--- config.mk ---
export PLATFORM = sky130hd
export DESIGN_NAME = lc3_decode
export DESIGN_NICKNAME = d
export VERILOG_FILES = /design/src/rtl/lc3_decode.sv
export SDC_FILE = /design/constraint.sdc
export NUM_CORES = 1
export LEC_CHECK = 0
export BUFFER_PORTS_ARGS = -buffer_cell sky130_fd_sc_hd__buf_2
export CORE_UTILIZATION = 41
export CTS_BUF_LIST = sky130_fd_sc_hd__clkbuf_2 sky130_fd_sc_hd__clkbuf_4 sky130_fd_sc_hd__clkbuf_8
export CTS_CLUSTER_SIZE = 30
export DETAILED_ROUTE_END_ITERATION = 6
export MAX_ROUTING_LAYER = met4
export PLACE_DENSITY = 0.79
export SLEW_MARGIN = 0
export SYNTH_ARGS = -nofsm -noshare
export SYNTH_HDL_FRONTEND = slang
export SYNTH_SLANG_ARGS = --single-unit
--- constraint.sdc ---
create_clock -name clk -period 1.4 [get_ports clk]
set_input_delay 0.07 -clock clk [delete_from_list [all_inputs] [get_ports clk]]
set_output_delay 0.07 -clock clk [all_outputs]
set_load 0.02 [all_outputs]
--- src/rtl/lc3_decode.sv ---
// -----------------------------------------------------------------------------
// lc3_decode
//
// Decode stage of the 5-stage LC-3 pipeline, sitting between fetch and execute.
// On an enabled clock edge the stage captures the fetched instruction word and
// its next-PC. It also registers the control bundles consumed downstream by
// execute, writeback and memory. With the enable low the stage stalls, so every
// output holds. All outputs come straight from flops, with one cycle of latency.
//
// Ports:
//   clk            in   1   system clock, rising-edge active
//   rst            in   1   synchronous active-high reset; wins over enable
//   enable_decode  in   1   1 = capture/decode this edge, 0 = hold (stall)
//   npc_in         in  16   next-PC (PC+1) from fetch
//   instr_mem_dout in  16   instruction word from instruction memory
//   psr            in   3   NZP status; not used by this stage
//   ir             out 16   registered instruction word
//   npc_out        out 16   registered next-PC
//   e_control      out  6   {alu_control[1:0], pcselect1[1:0], pcselect2, op2select}
//   w_control      out  2   00 ALU result, 01 memory data, 10 computed PC (LEA)
//   mem_control    out  1   1 = indirect access (LDI/STI)
// -----------------------------------------------------------------------------
module lc3_decode (
    input  logic        clk,
    input  logic        rst,
    input  logic        enable_decode,
    input  logic [15:0] npc_in,
    input  logic [15:0] instr_mem_dout,
    input  logic [2:0]  psr,
    output logic [15:0] ir,
    output logic [15:0] npc_out,
    output logic [5:0]  e_control,
    output logic [1:0]  w_control,
    output logic        mem_control
);

    typedef enum logic [3:0] {
        OP_BR   = 4'b0000,
        OP_ADD  = 4'b0001,
        OP_LD   = 4'b0010,
        OP_ST   = 4'b0011,
        OP_JSR  = 4'b0100,
        OP_AND  = 4'b0101,
        OP_LDR  = 4'b0110,
        OP_STR  = 4'b0111,
        OP_RTI  = 4'b1000,
        OP_NOT  = 4'b1001,
        OP_LDI  = 4'b1010,
        OP_STI  = 4'b1011,
        OP_JMP  = 4'b1100,
        OP_RES  = 4'b1101,
        OP_LEA  = 4'b1110,
        OP_TRAP = 4'b1111
    } opcode_e;

    // Field encodings for the execute bundle.
    localparam logic [1:0] ALU_ADD  = 2'b00;
    localparam logic [1:0] ALU_AND  = 2'b01;
    localparam logic [1:0] ALU_NOT  = 2'b10;

    localparam logic [1:0] PC1_NONE = 2'b00;
    localparam logic [1:0] PC1_OFF9 = 2'b01;
    localparam logic [1:0] PC1_OFF6 = 2'b10;
    localparam logic [1:0] PC1_ZERO = 2'b11;

    localparam logic       PC2_NPC  = 1'b1;
    localparam logic       PC2_VSR1 = 1'b0;

    localparam logic [1:0] WB_ALU   = 2'b00;
    localparam logic [1:0] WB_MEM   = 2'b01;
    localparam logic [1:0] WB_PC    = 2'b10;

    // psr is part of the stage interface but carries no information needed
    // here; the reduction keeps the input connected without affecting logic.
    logic psr_unused;
    assign psr_unused = ^psr;

    opcode_e opcode;
    logic    imm_flag;

    assign opcode   = opcode_e'(instr_mem_dout[15:12]);
    assign imm_flag = instr_mem_dout[5];

    // ------------------------------------------------------------------
    // Combinational decode of the incoming instruction word.
    // ------------------------------------------------------------------
    logic [1:0] alu_control;
    logic [1:0] pcselect1;
    logic       pcselect2;
    logic       op2select;
    logic [1:0] dec_w_control;
    logic       dec_mem_control;

    always_comb begin
        // NOTE: every output of a combinational block gets a default first so
        // that no path through the case statement leaves it unassigned, which
        // would otherwise infer a latch.
        alu_control     = ALU_ADD;
        pcselect1       = PC1_NONE;
        pcselect2       = PC2_VSR1;
        op2select       = 1'b0;
        dec_w_control   = WB_ALU;
        dec_mem_control = 1'b0;

        unique case (opcode)
            OP_ADD: begin
                alu_control = ALU_ADD;
                op2select   = ~imm_flag;  // register form selects VSR2
            end
            OP_AND: begin
                alu_control = ALU_AND;
                op2select   = ~imm_flag;
            end
            OP_NOT: begin
                alu_control = ALU_NOT;
            end
            // PC-relative forms: npc + sext(offset9).
            OP_BR, OP_ST: begin
                pcselect1 = PC1_OFF9;
                pcselect2 = PC2_NPC;
            end
            OP_LD: begin
                pcselect1     = PC1_OFF9;
                pcselect2     = PC2_NPC;
                dec_w_control = WB_MEM;
            end
            OP_LDI: begin
                pcselect1       = PC1_OFF9;
                pcselect2       = PC2_NPC;
                dec_w_control   = WB_MEM;
                dec_mem_control = 1'b1;
            end
            OP_STI: begin
                pcselect1       = PC1_OFF9;
                pcselect2       = PC2_NPC;
                dec_mem_control = 1'b1;
            end
            OP_LEA: begin
                pcselect1     = PC1_OFF9;
                pcselect2     = PC2_NPC;
                dec_w_control = WB_PC;
            end
            // Base-relative forms: VSR1 + sext(offset6).
            OP_LDR: begin
                pcselect1     = PC1_OFF6;
                pcselect2     = PC2_VSR1;
                dec_w_control = WB_MEM;
            end
            OP_STR: begin
                pcselect1 = PC1_OFF6;
                pcselect2 = PC2_VSR1;
            end
            // JMP target is VSR1 + 0.
            OP_JMP: begin
                pcselect1 = PC1_ZERO;
                pcselect2 = PC2_VSR1;
            end
            // JSR, RTI, TRAP and the reserved opcode produce an all-zero
            // control bundle; the word and next-PC still pass through.
            OP_JSR, OP_RTI, OP_RES, OP_TRAP: begin
            end
            default: begin
            end
        endcase
    end

    // ------------------------------------------------------------------
    // Next-state: capture on enable, otherwise hold (stall).
    // ------------------------------------------------------------------
    logic [15:0] ir_d,          ir_q;
    logic [15:0] npc_d,         npc_q;
    logic [5:0]  e_control_d,   e_control_q;
    logic [1:0]  w_control_d,   w_control_q;
    logic        mem_control_d, mem_control_q;

    always_comb begin
        ir_d          = ir_q;
        npc_d         = npc_q;
        e_control_d   = e_control_q;
        w_control_d   = w_control_q;
        mem_control_d = mem_control_q;

        if (enable_decode) begin
            ir_d          = instr_mem_dout;
            npc_d         = npc_in;
            e_control_d   = {alu_control, pcselect1, pcselect2, op2select};
            w_control_d   = dec_w_control;
            mem_control_d = dec_mem_control;
        end
    end

    // Reset is sampled here so it overrides the enable on the same edge.
    always_ff @(posedge clk) begin
        // NOTE: state registers use non-blocking assignments so every flop
        // samples its pre-edge inputs, independent of statement order.
        if (rst) begin
            ir_q          <= '0;
            npc_q         <= '0;
            e_control_q   <= '0;
            w_control_q   <= '0;
            mem_control_q <= 1'b0;
        end else begin
            ir_q          <= ir_d;
            npc_q         <= npc_d;
            e_control_q   <= e_control_d;
            w_control_q   <= w_control_d;
            mem_control_q <= mem_control_d;
        end
    end

    assign ir          = ir_q;
    assign npc_out     = npc_q;
    assign e_control   = e_control_q;
    assign w_control   = w_control_q;
    assign mem_control = mem_control_q;

endmodule

==> qor.csv, run 1 <==
metric;value;unit
port_buffers;75;
worstSetupEndpointType;output pin;
slew_headroom;0.7636;
cts_resized;0;
path_delay_family;flip-flops;
max_stage_delay;340;ps
cp_cell_sequence;buf_2;
drt_iter0_markers;16;
path_clk_slew;80;ps
path_buf_inv;1;
routabilityCongestion;0.7381;
die-area;4047;sq um
die_h;63.62;um
synth-seq-cells;41;
layout_commonest_cell;buf_2;
report.final.setup_viol;0;
path_class;register to output pin;
grt-ovfl-total;0;
p_sw_frac;0.2609;
ys.warnings.count;0;
synth_fp_nets;188;
grt_antenna_before_repair;0;
status;finished, final reports clean;
max-vdd-ir-drop;0.6741;mV
drt_first_pass_iters;4;
cts_setup_buffers;0;
cp-start-kind;register;
synth_edf_count;0;
power.internal;1.784;mW
cp_data_required_time;1330;ps
synth_cell_type_count;22;
dp_hpwl;2.293;mm
cts_buffer_depth;2;
cts_buffers;5;
drive_gt1_frac;0.3965;
layout_common_cells;buf_2, dfxtp_1, nor2_1;
p_clk_frac;0.327;
power_switching;629.8;uW
fmax;1.149;GHz
antenna_left;0;
grt_max_degree;27;
start_util;0.4252;
combPwrFrac;0.152;
synth_top_area_share;0.5273;
synth_top_cell_by_area;dfxtp_1;
rsz0062_at_grt;no;
die_width;63.62;um
placed_cells_incl_taps;267;
num_rows;22;
finClkSkew;0;ps
num_antenna_cells;0;
grt_pass1_vias;1186;
total_leakage_power;1.064;nW
area_growth_syn_to_layout;31.43;%
worst_pin_slew;354.6;ps
hold_path_class;input pin to register;
syn_inst;150;
cpMaxStageDelayCell;dfxtp_1;
drt-total-wl;3.105;mm
syn_area;1556;sq um
post-place-ws;416.2;ps
synth_ff_type;dfxtp_1;
fin_ws;529.3;ps
ctsHtreeMaxLevel;2;
pwr-share-seq;0.521;
worstPathArrival;800;ps
async_flop_share;0;
vias;1269;
drc;0;
cts_tree;built;
clock_sinks;41;
viasPerCell;4.615;
setup_tns;0;ps
holdWs;8.680;ps
wire_per_inst;11.29;um
ys_top_cells_by_area;dfxtp_1, mux2i_1, nor2_1;
seq_area_frac_synth;0.5273;
final_cells;275;
finalCritPeriodShare;0.6219;
avgSynthCellArea;10.38;sq um
period_minus_slack;870.7;ps
core;3661;sq um
hold_viol;0;
critPathMaxFanout;2;
maxSlewViolCount;0;
cts_hold_buf;0;
grt_usage;0.1648;
power_density;1180;nW/um^2
maxCapViolCount;0;
grt_pass1_wl;5.043;mm
clk_latency;290;ps
ios;79;
cts_root_buffer;clkbuf_8;
final_nets;264;
synthesized netlist by cell type (2+ instances only):
cell type,number
a21oi_1,6
buf_4,2
buf_8,2
clkbuf_1,5
dfxtp_1,41
mux2i_1,33
nand2_1,4
nand2b_1,6
nand4b_1,2
nor2_1,36
nor2b_1,2
layout make-up:
cell class | count | area [sq um]
Clock buffer | 6 | 82.58
Clock inverter | 2 | 13.76
Fill cell | 363 | 1615
Multi-Input combinational cell | 98 | 655.6
Sequential cell | 41 | 820.8
Tap cell | 48 | 60.06
Timing Repair Buffer | 80 | 412.9
per-layer routing:
layer,part of all wire,track usage
met5,0,-
met4,0.025,0.08523
met3,0.061,0.04710
met2,0.47,0.2713
met1,0.45,0.1793
per-stage QoR:
stage	util	power, mW	area (sq um)
after floorplan	-	1.524	1556
after global placement	0.5325	1.645	1949
after detailed placement	0.5325	1.655	1949
after CTS	0.5588	2.451	2046
after global routing	0.5588	2.531	2046
final	0.5588	2.414	2046
state kept, by name, summed over array words and instances (netlist names):
signal       flops
mem_control      1
w_control        2
npc_out         16
ir              16
e_control        6
power by group through the flow:
stage | Sequential, mW | Clock [mW] | Combinational (mW)
after floorplan | 1.36 | 0 | 0.160
after global placement | 1.28 | 0 | 0.364
after detailed placement | 1.28 | 0 | 0.371
after CTS | 1.26 | 0.821 | 0.372
after global routing | 1.27 | 0.864 | 0.402
final | 1.26 | 0.789 | 0.368
final timing paths:
check / cells after the start / to / startpoint / slack [ps]
worst max register to register: 2 / e_control[1] / e_control[1] / 640
worst max-delay path: 1 / ir[14] / ir[14] / 530
worst min-delay path: 3 / ir[9] / instr_mem_dout[9] / 9
worst min register to register: 2 / w_control[0] / w_control[0] / 470
kinds of logic after synthesis:
| family | Yosys count | share of synthesized area |
|---|---|---|
| AND/OR/NAND/NOR | 54 | 0.1616 |
| buffers and inverters | 11 | 0.05144 |
| multiplexers | 33 | 0.2122 |
| flip-flops | 41 | 0.5273 |
| AO/OA/AOI/OAI | 11 | 0.04743 |
No activity file was read; power rests on OpenSTA's default activity.
==> run 2: changes to the inputs <==
--- a/config.mk
+++ b/config.mk
@@ -5,13 +5,14 @@
 export SDC_FILE = /design/constraint.sdc
 export NUM_CORES = 1
 export LEC_CHECK = 0
+export ABC_AREA = 1
 export BUFFER_PORTS_ARGS = -buffer_cell sky130_fd_sc_hd__buf_2
 export CORE_UTILIZATION = 41
 export CTS_BUF_LIST = sky130_fd_sc_hd__clkbuf_2 sky130_fd_sc_hd__clkbuf_4 sky130_fd_sc_hd__clkbuf_8
 export CTS_CLUSTER_SIZE = 30
 export DETAILED_ROUTE_END_ITERATION = 6
 export MAX_ROUTING_LAYER = met4
-export PLACE_DENSITY = 0.79
+export PLACE_DENSITY = 0.82
 export SLEW_MARGIN = 0
 export SYNTH_ARGS = -nofsm -noshare
 export SYNTH_HDL_FRONTEND = slang
==> constraint.sdc (replaced) <==
create_clock -name clk -period 0.8 [get_ports clk]
set_input_delay 0.04 -clock clk [delete_from_list [all_inputs] [get_ports clk]]
set_output_delay 0.04 -clock clk [all_outputs]
set_load 0.02 [all_outputs]
==> run 2 against run 1 <==
Compared with the run above:
- the flow now finishes with violations (hold timing)
- critical path depth unchanged
- die area decreased by 2.0%
- worst hold slack got worse by 14 ps
- wire length increased by 35%
- critical path type unchanged
- largest cell class is now buffers
- highest routed layer unchanged
==> qor.csv, run 2 <==
metric;value;unit;change
synth_top_cell_by_area;dfxtp_1;;
power_density;1745;nW/um^2;+48%
cts_buffers;5;;unchanged
ys.warnings.count;0;;unchanged
drt_first_pass_iters;4;;unchanged
layout_commonest_cell;nor2_1;;
setup_tns;0;ps;unchanged
grt_pass1_wl;6.575;mm;+30%
core;3442;sq um;-6.0%
grt_usage;0.2128;;+0.04794
cp_cell_sequence;buf_6;;
power.internal;3.418;mW;+92%
cts_tree;built;;
die_h;62.97;um;-1.0%
ios;79;;unchanged
combPwrFrac;0.212;;+0.060
p_sw_frac;0.2542;;-0.006754
vias;1634;;+29%
maxSlewViolCount;0;;unchanged
drc;0;;unchanged
synth_most_common_cell;nor2_1;;
num_rows;21;;-4.5%
grt_pass1_vias;1530;;+29%
max_stage_delay;350;ps;about the same
final_nets;341;;+29%
worst_pin_slew;194.3;ps;-160.3 ps
synth-seq-cells;41;;unchanged
finalCritPeriodShare;0.9798;;
cp_data_required_time;760;ps;-570 ps
grt-ovfl-total;0;;unchanged
cpMaxStageDelayCell;dfxtp_2;;
ctsHtreeMaxLevel;2;;unchanged
drive_gt1_frac;0.4836;;+0.08708
maxCapViolCount;0;;unchanged
syn_area;1524;sq um;-2.1%
start_util;0.4427;;+0.01759
cts_buffer_depth;2;;unchanged
path_buf_inv;1;;unchanged
clock_sinks;41;;unchanged
synth_top_area_share;0.5386;;+0.01126
status;finished with violations;;
fmax;1.276;GHz;
viasPerCell;4.669;;+1.2%
layout_common_cells;nor2_1, dfxtp_2, buf_6;;
synth_ff_type;dfxtp_1;;
drt_iter0_markers;71;;+55
syn_inst;195;;+30%
synth_fp_nets;233;;+24%
power_switching;1.165;mW;+85%
slew_headroom;0.8691;;+0.1055
netlist_top_cells_count;nor2_1, dfxtp_1, o21ai_0, nand2_1, a21oi_1;;
fillCellCount;257;;-29%
worstPathArrival;740;ps;-60 ps
path_class;register to output pin;;
placed_cells_incl_taps;316;;+18%
finClkSkew;0;ps;unchanged
async_flop_share;0;;unchanged
report.final.setup_viol;0;;unchanged
routabilityCongestion;0.8134;;+10%
final_util;0.7630;;+0.2042
avgSynthCellArea;7.815;sq um;-25%
die-area;3965;sq um;-2.0%
total_leakage_power;1.231;nW;+16%
path_clk_slew;70;ps;about the same
grt_antenna_before_repair;0;;unchanged
port_buffers;75;;unchanged
synth_edf_count;0;;unchanged
die_width;62.97;um;-1.0%
path_delay_family;flip-flops;;
seq_area_frac_synth;0.5386;;+0.01126
p_clk_frac;0.291;;-0.036
rrSetupSlack;60;ps;-580 ps
rsz0062_at_grt;yes;;
pwr-share-seq;0.497;;-0.024
grt_max_degree;20;;-26%
total_power;4.583;mW;+90%
hold_viol;1;;+1
cts_root_buffer;clkbuf_8;;
ys_top_cells_by_area;dfxtp_1, nor2_1, o21ai_0;;
max-vdd-ir-drop;1.388;mV;+110%
drt-total-wl;4.198;mm;+35%
area_growth_syn_to_layout;72.33;%;
wire_per_inst;11.99;um;+6.2%
clk_latency;270;ps;-20 ps
synth_cell_type_count;18;;-18%
period_minus_slack;783.8;ps;
hold_path_class;input pin to register;;
holdWs;-4.935;ps;-13.62 ps
cp-start-kind;register;;
dp_hpwl;2.568;mm;+12%
critPathMaxFanout;2;;unchanged
final_cells;350;;+27%
worstSetupEndpointType;output pin;;
antenna_left;0;;unchanged
num_antenna_cells;0;;unchanged
violations;hold timing;;
[run 2: path summary, 6_finish.rpt]
| path | start | end | cells after the start |
|---|---|---|---|
| max | e_control[3] | e_control[3] | 1 |
| min | npc_in[0] | npc_out[0] | 3 |
| max reg2reg | ir[10] | ir[10] | 3 |
| min reg2reg | ir[15] | ir[15] | 2 |
[run 2: metal layers]
| layer | track usage | vias up | share of wire | wire length [um] |
|---|---|---|---|---|
| li1 | - | 841 | - | - |
| met3 | 0.04015 | 2 | 0.043 | 180 |
| met2 | 0.3683 | 52 | 0.51 | 2153 |
| met1 | 0.2548 | 739 | 0.44 | 1854 |
| met5 | - | - | 0 | 0 |
| met4 | 0.04360 | 0 | 0.0024 | 10 |
[run 2: what timing repair did]
action                     in CTS  in global routing
setup endpoints to repair      37                 41
cloned                          0                  0
hold buffers                   22                  1
hold endpoints to repair       22                  1
buffers inserted                0                  3
gates resized for setup        52                 68
[run 2: kinds of logic (layout without fill, tap and decap cells)]
family                 Yosys count  count (layout)  share of synthesized area
buffers and inverters           20             129                    0.07963
DFF                             41              41                     0.5386
and+or+nand+nor                 90              90                     0.2323
AOI/OAI and AO/OA               44              44                     0.1494
[run 2: layout make-up]
class,instances,area [sq um],share of cell area
clock buffer,8,91.34,0.03478
inverter,8,32.53,0.01239
multi-input combinational,134,581.8,0.2215
sequential,41,870.8,0.3316
tap,46,57.56,0.02192
timing repair buffer,113,992.2,0.3778
[run 2: through the flow]
step / cell area [sq um] / setup slack (ps)
global placement: 1983 / 52.99
global route: 2626 / -16.27
detailed placement: 1983 / 27.20
floorplan: 1524 / 100.4
CTS: 2414 / 0.04380
finish: 2626 / 16.20
[run 2: power groups by stage]
stage	clock network (mW)	registers [mW]	logic, mW
after global placement	0	2.27	0.710
final	1.33	2.28	0.972
after CTS	1.37	2.24	0.869
after detailed placement	0	2.27	0.720
after global routing	1.48	2.29	1.05
after floorplan	0	2.43	0.267
==> run 3: changes to the inputs <==
--- a/config.mk
+++ b/config.mk
@@ -12,7 +12,7 @@
 export CTS_CLUSTER_SIZE = 30
 export DETAILED_ROUTE_END_ITERATION = 6
 export MAX_ROUTING_LAYER = met4
-export PLACE_DENSITY = 0.82
+export PLACE_DENSITY = 0.8
 export SLEW_MARGIN = 0
 export SYNTH_ARGS = -nofsm -noshare
 export SYNTH_HDL_FRONTEND = slang
==> constraint.sdc (replaced) <==
create_clock -name clk -period 0.88 [get_ports clk]
set_input_delay 0.044 -clock clk [delete_from_list [all_inputs] [get_ports clk]]
set_output_delay 0.044 -clock clk [all_outputs]
set_load 0.02 [all_outputs]
==> run 3 against run 2 <==
Compared with the run above:
- the run still ends with hold timing left
- clock power fell by 6%
- setup slack improved by 14 ps
- sequential cell count did not move
- register-to-register slack improved by 140 ps
- design area fell by 11%
- non-clock buffer count fell by 4
- cell count fell by 1.4%
==> qor.csv, run 3 (synthesized netlist as in run 2, its figures left out) <==
metric;value;unit;change
max-vdd-ir-drop;0.8528;mV;-39%
final_area;2331;sq um;-11%
grt-ovfl-total;0;;unchanged
layout_common_cells;buf_2, nor2_1, dfxtp_1;;
grt_antenna_before_repair;0;;unchanged
setup_tns;0;ps;unchanged
fmax;1.177;GHz;
num_rows;21;;unchanged
die_h;62.97;um;unchanged
power_switching;1.063;mW;-8.7%
grt_pass1_vias;1577;;+3.1%
die-area;3965;sq um;unchanged
clk_latency;290;ps;+20 ps
path_delay_family;flip-flops;;
worst_pin_slew;199.4;ps;+5.135 ps
cpMaxStageDelayCell;dfxtp_1;;
rr_endpoint;e_control[3];;
cts_buffer_depth;2;;unchanged
critPathMaxFanout;2;;unchanged
p_sw_frac;0.2645;;+0.01037
ios;79;;unchanged
finalCritPeriodShare;0.9651;;
slew_headroom;0.8669;;-0.002249
vias;1649;;+0.92%
antenna_left;0;;unchanged
combPwrFrac;0.187;;-0.025
hold_end;npc_out[13];;
dpl_cell_area;1978;sq um;-0.25%
pwr-share-seq;0.503;;+0.006
p_clk_frac;0.310;;+0.019
drive_gt1_frac;0.3311;;-0.1524
grt_max_degree;20;;unchanged
viasPerCell;4.780;;+2.4%
violations;hold timing;;
cts_setup_buffers;0;;unchanged
status;finished with violations;;
power.internal;2.956;mW;-14%
cts_buffers;5;;unchanged
fillCellCount;300;;+17%
num_antenna_cells;0;;unchanged
rsz0062_at_grt;no;;
finClkSkew;0;ps;unchanged
drt_first_pass_iters;4;;unchanged
worstSetupEndpointType;output pin;;
die_width;62.97;um;unchanged
wire_per_inst;11.73;um;-2.2%
routabilityCongestion;0.7696;;-5.4%
period_minus_slack;849.3;ps;
report.final.setup_viol;0;;unchanged
core;3442;sq um;unchanged
hold_path_class;input pin to register;;
maxSlewViolCount;0;;unchanged
cts_root_buffer;clkbuf_8;;
drc;0;;unchanged
path_class;register to output pin;;
worstPathArrival;810;ps;+70 ps
max_stage_delay;350;ps;about the same
holdCritStartpoint;npc_in[13];;
cp-start-kind;register;;
reg2reg_depth;4;;+1
port_buffers;75;;unchanged
holdWs;-2.822;ps;+2.112 ps
area_growth_syn_to_layout;52.96;%;
grt_usage;0.2255;;+0.01274
dp_hpwl;2.492;mm;-3.0%
power_density;1724;nW/um^2;-1.2%
cts_tree;built;;
clock_sinks;41;;unchanged
hold_viol;1;;unchanged
cp_cell_sequence;buf_2;;
r2r_start;e_control[3];;
rrSetupSlack;200;ps;+140 ps
drt-total-wl;4.048;mm;-3.6%
maxCapViolCount;0;;unchanged
path_clk_slew;70;ps;about the same
layout_commonest_cell;buf_2;;
path_buf_inv;1;;unchanged
hold_depth;3;;unchanged
drt_iter0_markers;78;;+9.9%
ctsHtreeMaxLevel;2;;unchanged
grt_pass1_wl;6.796;mm;+3.4%
total_leakage_power;1.157;nW;-6.0%
cp_data_required_time;840;ps;+80 ps
final_util;0.6772;;-0.08579
start_util;0.4427;;unchanged
final_nets;337;;-1.2%
run 3: worst max-delay path by stage:
stage	slack, ps	depth (start not counted)	startpoint	end
floorplan	180	4	e_control[3]	e_control[3]
global placement	90	5	enable_decode	e_control[3]
detailed placement	60	5	enable_decode	npc_out[2]
CTS	20	1	e_control[0]	e_control[0]
global route	2	1	ir[4]	ir[4]
finish	30	1	e_control[3]	e_control[3]
run 3: cell type report:
cell class / count / area, sq um / share of cell area
clock buffer: 7 / 90.09 / 0.03865
inverter: 8 / 32.53 / 0.01396
multi-input combinational: 134 / 581.8 / 0.2496
sequential: 41 / 820.8 / 0.3521
tap: 46 / 57.56 / 0.02469
timing repair buffer: 109 / 748.2 / 0.3210
run 3: what timing repair did:
| action | 4_1_cts | 5_1_grt |
|---|---|---|
| hold buffers | 26 | 0 |
| gates resized for setup | 0 | 1 |
| endpoints found under the setup margin | 0 | 1 |
| endpoints found under the hold margin | 26 | 0 |
run 3: per-layer routing:
layer,vias up,global-route usage,wire length [um]
li1,826,-,-
met1,751,0.2311,1696
met2,64,0.4019,2016
met3,8,0.05839,263
met4,0,0.09593,72
met5,-,-,0
run 3: per-stage QoR:
stage	setup WS, ps	cells	power (mW)	hold WS (ps)
finish	30.69	345	4.019	-2.822
global route	1.617	345	4.221	26.24
CTS	19.69	345	4.053	4.445
detailed placement	57.76	312	2.716	272.6
global placement	89.92	312	2.704	265.1
floorplan	180.4	195	2.449	178.9
run 3: power by group through the flow:
stage	logic (mW)	clock network (mW)	registers (mW)
2_1_floorplan	0.242	0	2.21
3_3_place_gp	0.645	0	2.06
3_5_place_dp	0.653	0	2.06
4_1_cts	0.744	1.29	2.02
5_1_grt	0.823	1.36	2.03
6_report	0.753	1.25	2.02
